## src/rtl/vball_video_pkg.sv

```systemverilog
// Purpose: shared raster defaults and helpers for the VBall video timing path.
// Latency: n/a (package).
// Backpressure: n/a.
package vball_video_pkg;

  // Default VBall raster: 400 x 259 total, 240 x 240 active.
  localparam int DEF_CNT_W       = 9;
  localparam int DEF_H_TOTAL     = 400;
  localparam int DEF_H_BLANK_END = 1;
  localparam int DEF_H_BLANK_ST  = 241;
  localparam int DEF_H_SYNC_ST   = 298;
  localparam int DEF_H_SYNC_END  = 330;
  localparam int DEF_V_TOTAL     = 259;
  localparam int DEF_V_BLANK_ST  = 240;
  localparam int DEF_V_SYNC_ST   = 249;
  localparam int DEF_V_SYNC_END  = 252;
  localparam int DEF_NMI_LINE    = 240;
  localparam int DEF_IRQ_LOG2    = 3;
  localparam int DEF_SYNC_NEG    = 1;

  // Convert a logical "sync active" flag to the pin level for the chosen polarity.
  function automatic logic sync_lvl(input logic active, input logic neg);
    return active ^ neg;
  endfunction

endpackage

```

## src/rtl/vball_int_latch.sv

```systemverilog
// Purpose: latched interrupt request with set priority over ack, cleared by enable low.
// Latency: one cycle from set/ack/en to pend.
// Backpressure: none; ack acts on every clock, independent of the pixel enable.
module vball_int_latch (
  input  logic clk,
  input  logic reset,
  input  logic set,
  input  logic ack,
  input  logic en,
  output logic pend
);

  logic pend_q, pend_d;

  // Next pending state: disable clears, a new event beats a same-cycle ack.
  always_comb begin
    pend_d = pend_q;
    if (!en) begin
      pend_d = 1'b0;
    end else if (set) begin
      pend_d = 1'b1;
    end else if (ack) begin
      pend_d = 1'b0;
    end
  end

  // Pending flop.
  always_ff @(posedge clk) begin
    if (reset) begin
      pend_q <= 1'b0;
    end else begin
      pend_q <= pend_d;
    end
  end

  assign pend = pend_q;

endmodule

```

## src/rtl/vball_video_timing.sv

```systemverilog
// Purpose: VBall raster counters, blank/sync decode, flip-aware pixel coords and CPU interrupts.
// Latency: decoded outputs are registered alongside the counters they describe (zero relative skew).
// Backpressure: none; ce_pix low freezes every output.
module vball_video_timing
  import vball_video_pkg::*;
#(
  parameter int CNT_W       = DEF_CNT_W,
  parameter int H_TOTAL     = DEF_H_TOTAL,
  parameter int H_BLANK_END = DEF_H_BLANK_END,
  parameter int H_BLANK_ST  = DEF_H_BLANK_ST,
  parameter int H_SYNC_ST   = DEF_H_SYNC_ST,
  parameter int H_SYNC_END  = DEF_H_SYNC_END,
  parameter int V_TOTAL     = DEF_V_TOTAL,
  parameter int V_BLANK_ST  = DEF_V_BLANK_ST,
  parameter int V_SYNC_ST   = DEF_V_SYNC_ST,
  parameter int V_SYNC_END  = DEF_V_SYNC_END,
  parameter int NMI_LINE    = DEF_NMI_LINE,
  parameter int IRQ_LOG2    = DEF_IRQ_LOG2,
  parameter int SYNC_NEG    = DEF_SYNC_NEG
) (
  input  logic             clk,
  input  logic             reset,
  input  logic             ce_pix,
  input  logic             flip,
  input  logic             nmi_en,
  input  logic             irq_en,
  input  logic             nmi_ack,
  input  logic             irq_ack,
  output logic [CNT_W-1:0] hcount,
  output logic [CNT_W-1:0] vcount,
  output logic [CNT_W-1:0] pix_x,
  output logic [CNT_W-1:0] pix_y,
  output logic             hb,
  output logic             vb,
  output logic             hs,
  output logic             vs,
  output logic             nmi_pend,
  output logic             irq_pend,
  output logic [7:0]       frame_cnt
);

  localparam logic [CNT_W-1:0] ONE    = CNT_W'(1);
  localparam logic [CNT_W-1:0] H_LAST = CNT_W'(H_TOTAL - 1);
  localparam logic [CNT_W-1:0] V_LAST = CNT_W'(V_TOTAL - 1);
  localparam logic [CNT_W-1:0] X_MAX  = CNT_W'(H_BLANK_ST - H_BLANK_END - 1);
  localparam logic [CNT_W-1:0] Y_MAX  = CNT_W'(V_BLANK_ST - 1);
  localparam logic             SNEG   = (SYNC_NEG != 0);

  logic [CNT_W-1:0] hcount_q, hcount_d, vcount_q, vcount_d;
  logic [CNT_W-1:0] pix_x_q, pix_x_d, pix_y_q, pix_y_d, x_off;
  logic             hb_q, hb_d, vb_q, vb_d, hs_q, hs_d, vs_q, vs_d;
  logic             flip_q, flip_d;
  logic [7:0]       frame_cnt_q, frame_cnt_d;
  logic             line_wrap, nmi_evt, irq_evt;

  // Raster counters; flip is only latched on the wrap into a new frame.
  always_comb begin
    hcount_d    = hcount_q;
    vcount_d    = vcount_q;
    frame_cnt_d = frame_cnt_q;
    flip_d      = flip_q;
    if (ce_pix) begin
      if (hcount_q == H_LAST) begin
        hcount_d = '0;
        if (vcount_q == V_LAST) begin
          vcount_d    = '0;
          frame_cnt_d = frame_cnt_q + 8'd1;
          flip_d      = flip;
        end else begin
          vcount_d = vcount_q + ONE;
        end
      end else begin
        hcount_d = hcount_q + ONE;
      end
    end
  end

  // Decode from the next counter values so registered outputs line up with the counters.
  always_comb begin
    hb_d    = hb_q;
    vb_d    = vb_q;
    hs_d    = hs_q;
    vs_d    = vs_q;
    pix_x_d = pix_x_q;
    pix_y_d = pix_y_q;
    x_off   = hcount_d - CNT_W'(H_BLANK_END);
    if (ce_pix) begin
      hb_d    = (hcount_d < CNT_W'(H_BLANK_END)) | (hcount_d >= CNT_W'(H_BLANK_ST));
      vb_d    = (vcount_d >= CNT_W'(V_BLANK_ST));
      hs_d    = sync_lvl((hcount_d >= CNT_W'(H_SYNC_ST)) && (hcount_d < CNT_W'(H_SYNC_END)), SNEG);
      vs_d    = sync_lvl((vcount_d >= CNT_W'(V_SYNC_ST)) && (vcount_d < CNT_W'(V_SYNC_END)), SNEG);
      pix_x_d = flip_d ? (X_MAX - x_off) : x_off;
      pix_y_d = flip_d ? (Y_MAX - vcount_d) : vcount_d;
    end
  end

  // Interrupt events fire once, on the pixel-enable that wraps onto pixel 0 of the trigger line.
  assign line_wrap = ce_pix & (hcount_q == H_LAST);
  assign nmi_evt   = line_wrap & (vcount_d == CNT_W'(NMI_LINE));
  assign irq_evt   = line_wrap & (&vcount_d[IRQ_LOG2-1:0]);

  // State registers; reset forces a fresh frame regardless of ce_pix.
  always_ff @(posedge clk) begin
    if (reset) begin
      hcount_q    <= '0;
      vcount_q    <= '0;
      pix_x_q     <= '0;
      pix_y_q     <= '0;
      hb_q        <= 1'b1;
      vb_q        <= 1'b0;
      hs_q        <= sync_lvl(1'b0, SNEG);
      vs_q        <= sync_lvl(1'b0, SNEG);
      flip_q      <= 1'b0;
      frame_cnt_q <= 8'd0;
    end else begin
      hcount_q    <= hcount_d;
      vcount_q    <= vcount_d;
      pix_x_q     <= pix_x_d;
      pix_y_q     <= pix_y_d;
      hb_q        <= hb_d;
      vb_q        <= vb_d;
      hs_q        <= hs_d;
      vs_q        <= vs_d;
      flip_q      <= flip_d;
      frame_cnt_q <= frame_cnt_d;
    end
  end

  vball_int_latch u_nmi (
    .clk   (clk),
    .reset (reset),
    .set   (nmi_evt),
    .ack   (nmi_ack),
    .en    (nmi_en),
    .pend  (nmi_pend)
  );

  vball_int_latch u_irq (
    .clk   (clk),
    .reset (reset),
    .set   (irq_evt),
    .ack   (irq_ack),
    .en    (irq_en),
    .pend  (irq_pend)
  );

  assign hcount    = hcount_q;
  assign vcount    = vcount_q;
  assign pix_x     = pix_x_q;
  assign pix_y     = pix_y_q;
  assign hb        = hb_q;
  assign vb        = vb_q;
  assign hs        = hs_q;
  assign vs        = vs_q;
  assign frame_cnt = frame_cnt_q;

endmodule

```

## config.mk

```make
export PLATFORM = sky130hd
export DESIGN_NAME = vball_video_timing
export DESIGN_NICKNAME = d
export VERILOG_FILES = /design/src/rtl/vball_video_pkg.sv /design/src/rtl/vball_int_latch.sv /design/src/rtl/vball_video_timing.sv
export SDC_FILE = /design/constraint.sdc
export NUM_CORES = 1
export LEC_CHECK = 0
export BUFFER_PORTS_ARGS = -buffer_cell sky130_fd_sc_hd__buf_2
export CAP_MARGIN = 10
export CORE_MARGIN = 8
export CORE_UTILIZATION = 40
export DETAILED_ROUTE_END_ITERATION = 16
export PLACE_DENSITY = 0.74
export SLEW_MARGIN = 5
export SYNTH_ARGS = -nofsm -noshare
export SYNTH_HDL_FRONTEND = slang
export SYNTH_SLANG_ARGS = --single-unit
export TNS_END_PERCENT = 10
```

## constraint.sdc

```tcl
create_clock -name clk -period 3 [get_ports clk]
set_clock_uncertainty 0.2 [all_clocks]
set_input_delay 0.3 -clock clk [delete_from_list [all_inputs] [get_ports clk]]
set_output_delay 0.3 -clock clk [all_outputs]
set_load 0.02 [all_outputs]
```

## Word-level counts from Yosys, hierarchy flattened

Index checks and enable logic that the tools add are counted.

- $add $sub $neg: 6
- $lt $le $gt $ge: 7
- Equal/unequal tests: 3
- Multiplexer cells: 14
- Bitwise operators: 8
- Reduce and logical (&&, ||, !) cells: 8

Operators with widths:

| cell | number |
|---|---|
| $mux 9 | 7 |
| $ge 9x8->1 const B | 3 |
| $add 9x1->9 const B | 2 |
| $eq 9x9->1 const B | 2 |
| $sub 8x9->9 const A | 2 |
| $eq 9x8->1 const B | 1 |
| $ge 9x9->1 const B | 1 |
| $lt 9x1->1 const B | 1 |
| $lt 9x8->1 const B | 1 |
| $lt 9x9->1 const B | 1 |
| $sub 9x1->9 const B | 1 |
| $add 8x1->8 const B | 1 |
| $mux 1 | 7 |
| $reduce_and 3->1 | 2 |
| $not 1->1 | 4 |
| $reduce_bool 2->1 | 2 |
| $reduce_or 2->1 | 2 |
| $and 1x1->1 | 3 |
| $logic_and 1x1->1 | 2 |
| $or 1x1->1 | 1 |

- Register bits: 51
- Input bits: 8
- Output and inout bits: 50

## Depth between registers and ports, before layout

- Depth after elaboration: 7
- Depth in mapped cells: 14

## Modules after synthesis

From an unflattened synthesis, not the netlist that was laid out.

- Cell total of the unflattened synthesis: 332
- Area total of the unflattened synthesis: 2,810.2 µm²

Modules (own cells, without submodules):

| module | times used | cells an instance | area an instance (µm²) |
|---|---|---|---|
| vball_video_timing | 1 | 324 | 2,730.1 |
| vball_int_latch | 2 | 4 | 40.0 |

## Worst setup path before layout

No wires, ideal clock.

- Path kind: reg-to-reg
- Start point: reg hcount_q[7], in the netlist hcount[7]
- End point: reg pix_x_q[5], in the netlist pix_x[5]
- Arrival time: 2.970 ns
- Data required time: 2.722 ns
- Setup slack: -0.248 ns
- Stages on the path, launching flop included: 13
- Period minus slack after synthesis: 3.248 ns
- Cell sequence: dfxtp_1 -> or4b_4 -> nor2_1 -> a21oi_1 -> mux2i_1 -> ha_1 -> and3_1 -> nand4_1 -> xnor2_1 -> ha_1 -> o21ai_0 -> a21oi_1 -> nor3_1

- Word-level cells in the longest chain between the ends: 6
- Elaborated cells between the ends (all ways): 8
- Classes of those cells: 2 x add/sub; 1 x eq/ne; 5 x mux

RTL lines:

| element | line | RTL |
|---|---|---|
| start: declaration | vball_video_timing.sv:49 | `logic [CNT_W-1:0] hcount_q, hcount_d, vcount_q, vcount_d;` |
| start signal: assignment | vball_video_timing.sv:116 | `hcount_q <= hcount_d;` |
| $eq 9x9->1 | vball_video_timing.sv:63 | `if (hcount_q == H_LAST) begin` |
| $mux 9 | vball_video_timing.sv:63 |  |
| $mux 9 | vball_video_timing.sv:62 | `if (ce_pix) begin` |
| $sub 9x1->9 | vball_video_timing.sv:86 | `x_off = hcount_d - CNT_W'(H_BLANK_END);` |
| named net x_off[4] | vball_video_timing.sv:50 | `logic [CNT_W-1:0] pix_x_q, pix_x_d, pix_y_q, pix_y_d, x_off;` |
| $sub 8x9->9 | vball_video_timing.sv:92 | `pix_x_d = flip_d ? (X_MAX - x_off) : x_off;` |
| $mux 9 | vball_video_timing.sv:92 |  |
| end signal: assignment | vball_video_timing.sv:118 | `pix_x_q <= pix_x_d;` |
| end: declaration | vball_video_timing.sv:50 |  |

The timed path passes the listed nets, and every way through them passes these cells.
A chain may end at the register's enable or synchronous reset.

## Worst setup path in the final report

- Start point: reg hcount_q[5], in the netlist hcount[5]
- End point: reg pix_x_q[6], in the netlist pix_x[6]

The elaborated chain is that of the path after synthesis.

==> metrics.md <==
| Metric | Value |
|---|---|
| Die Y | 104 um |
| Crit path DAT | 2.99 ns |
| CP cell instances | or4b_4, nor2_4, a21oi_2, mux2i_2, ha_2, and3_4, nand4_1, xnor2_2, ha_1, nor2_1, xnor2_1, a211oi_2 |
| WL/cell | 15.4 um |
| Hold Buf Count CTS | 0 |
| Max IR drop VDD | slightly below 300 uV |
| Root Driver | clkbuf_8 |
| Ys flop type | dfxtp_1 |
| Post-Syn Area | 3100 um2 |
| Worst endpoint required time | 2.98 ns |
| Num ports | between 50 and 60 |
| CTS buffer count | 5 |
| WS Path Type | register to register |
| Slew Limit Fails | 0 |
| Post-Place Cells | 528 |
| Final Cycle Share | 1.00 |
| Via Count | approximately 2900 |
| Yosys reg bits | 51 |
| Fmax | 333 MHz |
| Total global-route track usage | 0.152 |
| Part of the Yosys area used for sequential elements | 0.330 |
| Die ar. | 10800 um2 |
| Layout area overhead | 20.3% |
| Number of global-route vias before repair | between 2000 and 3000 |
| Ant. Diodes | 0 |
| Initial drt markers | 180 |
| Largest cells by area after synthesis | dfxtp_1, nor2_1, xnor2_1 |
| EDFF count, synth | 0 |
| Pwr dens | 354 nW/um2 |
| Nets | 453 |
| Tmin final | 3.00 ns |
| Commonest cells post-synth | nor2_1, dfxtp_1, xnor2_1, nand2_1, o21ai_0 |
| Largest net degree at the start of global routing | 36 |
| Core area | around 7600 um2 |
| Finished Layout Cells | 537 |
| Ys async rst share | 0 |
| Syn_nets | about 380 |
| Initial DRT Pass Iterations | 4 |
| Hold Vio Cnt, Final | 0 |
| Routed WL | slightly above 8000 um |
| Layout cells sized above 1 | 0.294 |
| Outcome | complete, but fails checks |
| Worst-margin pin slew | 0.421 ns |
| Antenna viol nets, final | 0 |
| Global route overflow | 0 |
| Slew margin rel. | 0.712 |
| Synth Area per Inst | 8.46 um2 |
| Leading area contributor after synthesis | dfxtp_1 |
| Routability congestion estimate | around 0.87 |
| Vias/cell | 5.37 |
| RSZ-0062 raised after global routing | yes |
| Row count | 32 |
| Synth top area share | 0.330 |
| Endpoints failing setup | 1 |
| Final worst slack | -0.00381 ns |
| Failing checks | setup timing |
| Hold Path Class | input pin to register |
| DRC | 0 |
| Count of different cell masters after synthesis | 68 |
| First-pass GRT wire length | 14000 um |
| Initial antenna violation count | 0 |
| Critical Path Max Stage Delay | 0.54 ns |
| Worst-path fanout max | 3 |
| CTS max path bufs | 2 |
| Setup_tns | -0.00381 ns |
| DP HPWL | 6270 um |
| Critical path's slowest cell | or4b_4 |
| CP Launch Type | register |
| Clock transition at path regs | 0.09 ns |
| H-tree Lvls | 2 |
| Synth Instances | 366 |
| Clock sinks | 51 |
| Lkg Pwr | around 1.6 nW |
| Setup crit end kind | register |
| Initial core utilization | 0.407 |
| CTS tree | yes |
| Die W | 104 um |
| # port buffers | 57 |
| Most common cell in the netlist | nor2_1 |
| Total of warnings raised by yosys | 0 |
| Clock Latency Late Sink | 0.30 ns |
| Total of max-cap violations | 0 |
-- area by class of cell --
| cell class | instances | area, um2 |
|---|---|---|
| Clock buffer | 6 | 82.6 |
| Clock inverter | 1 | 5.00 |
| Fill cell | 746 | 3880 |
| Inverter | 10 | 37.5 |
| Multi-Input combinational cell | 283 | 1960 |
| Sequential cell | 51 | 1030 |
| Tap cell | 102 | 128 |
| Timing Repair Buffer | 84 | 488 |
-- critical path: cells and delay by family (launching register included) --
family	cells	cell delay, ns
AND/OR/NAND/NOR	5	1.20
multiplexers	1	0.18
AO/OA/AOI/OAI	2	0.17
flip-flops	1	0.35
XOR/XNOR	2	0.37
adder cells (fa/ha/maj)	2	0.43
-- layer usage --
layer,vias to the layer above,wire length (um),global-route usage
met4,0,66,0.0455
met3,4,396,0.0285
li1,1429,-,-
met1,1366,3780,0.197
met2,85,4040,0.248
met5,-,0,0
-- what timing repair did --
item	CTS	global route
cloned	0	0
setup buffers	2	0
resized for setup	1	3
endpoints found under the hold margin	0	0
pin swaps	5	0
endpoints found under the setup margin	3	3
-- sequential cells by signal, summed over array words and instances, names as in the netlist, 8 cells and up --
register / count
hcount: 9
pix_x: 9
pix_y: 9
vcount: 9
frame_cnt: 8
-- placed cells by master (no fill, tap or decap), types with 4 or more instances in the layout --
master    synthesis  layout
a21oi_1          16      15
nand3_1          12      12
nand2b_1          6       6
or3_1             4       4
clkbuf_8          0       6
ha_1             10       9
nor3_1            7       7
buf_4             1      27
nand4_1           8       8
dfxtp_2           0       4
nand2_1          22      22
xor2_1           11      10
buf_2             7      57
mux2i_1          11      10
a211oi_1          6       5
and3_1            5       4
inv_1            10      10
o21ai_0          20      19
nor2b_1           5       5
nor2_1           56      55
dfxtp_1          51      46
xnor2_1          23      21
-- power breakdown --
part / leakage, nW / total (W) / switching, W / internal [W]
combinational: 1.14 / 0.000212 / 0.000120 / 0.0000921
clock: 0.0470 / 0.000404 / 0.000222 / 0.000182
sequential: 0.417 / 0.000704 / 0.0000100 / 0.000694
total: 1.61 / 0.00132 / 0.000352 / 0.000968
-- per-stage QoR --
stage	util	hold slack (ns)	total power [W]	cell area, um2	setup slack (ns)
6_report	0.490	0.0315	0.00132	3730	-0.00381
5_1_grt	0.490	0.0469	0.00138	3730	-0.139
4_1_cts	0.488	0.0272	0.00132	3710	-0.0102
3_5_place_dp	0.473	0.250	0.000917	3600	-0.0722
3_3_place_gp	0.473	0.238	0.000913	3600	0.105
2_1_floorplan	-	0.256	0.000859	3130	-0.0387
-- cells by family after synthesis --
logic type	synth area share
and+or+nand+nor	0.273
AOI/OAI and AO/OA	0.151
DFF	0.330
xor gates and xnor gates	0.104
buffers and inverters	0.0549
muxes	0.0473
adders and majority gates	0.0404
-- final timing paths --
path | slack (ns) | to | start | depth (start not counted)
setup reg to reg | -0.004 | pix_x[6] | hcount[5] | 12
hold reg to reg | 0.26 | pix_x[7] | pix_x[7] | 2
hold / removal | 0.03 | u_nmi.pend | nmi_en | 2
setup / recovery | -0.004 | pix_x[6] | hcount[5] | 12
No activity file was read; power rests on OpenSTA's default activity.
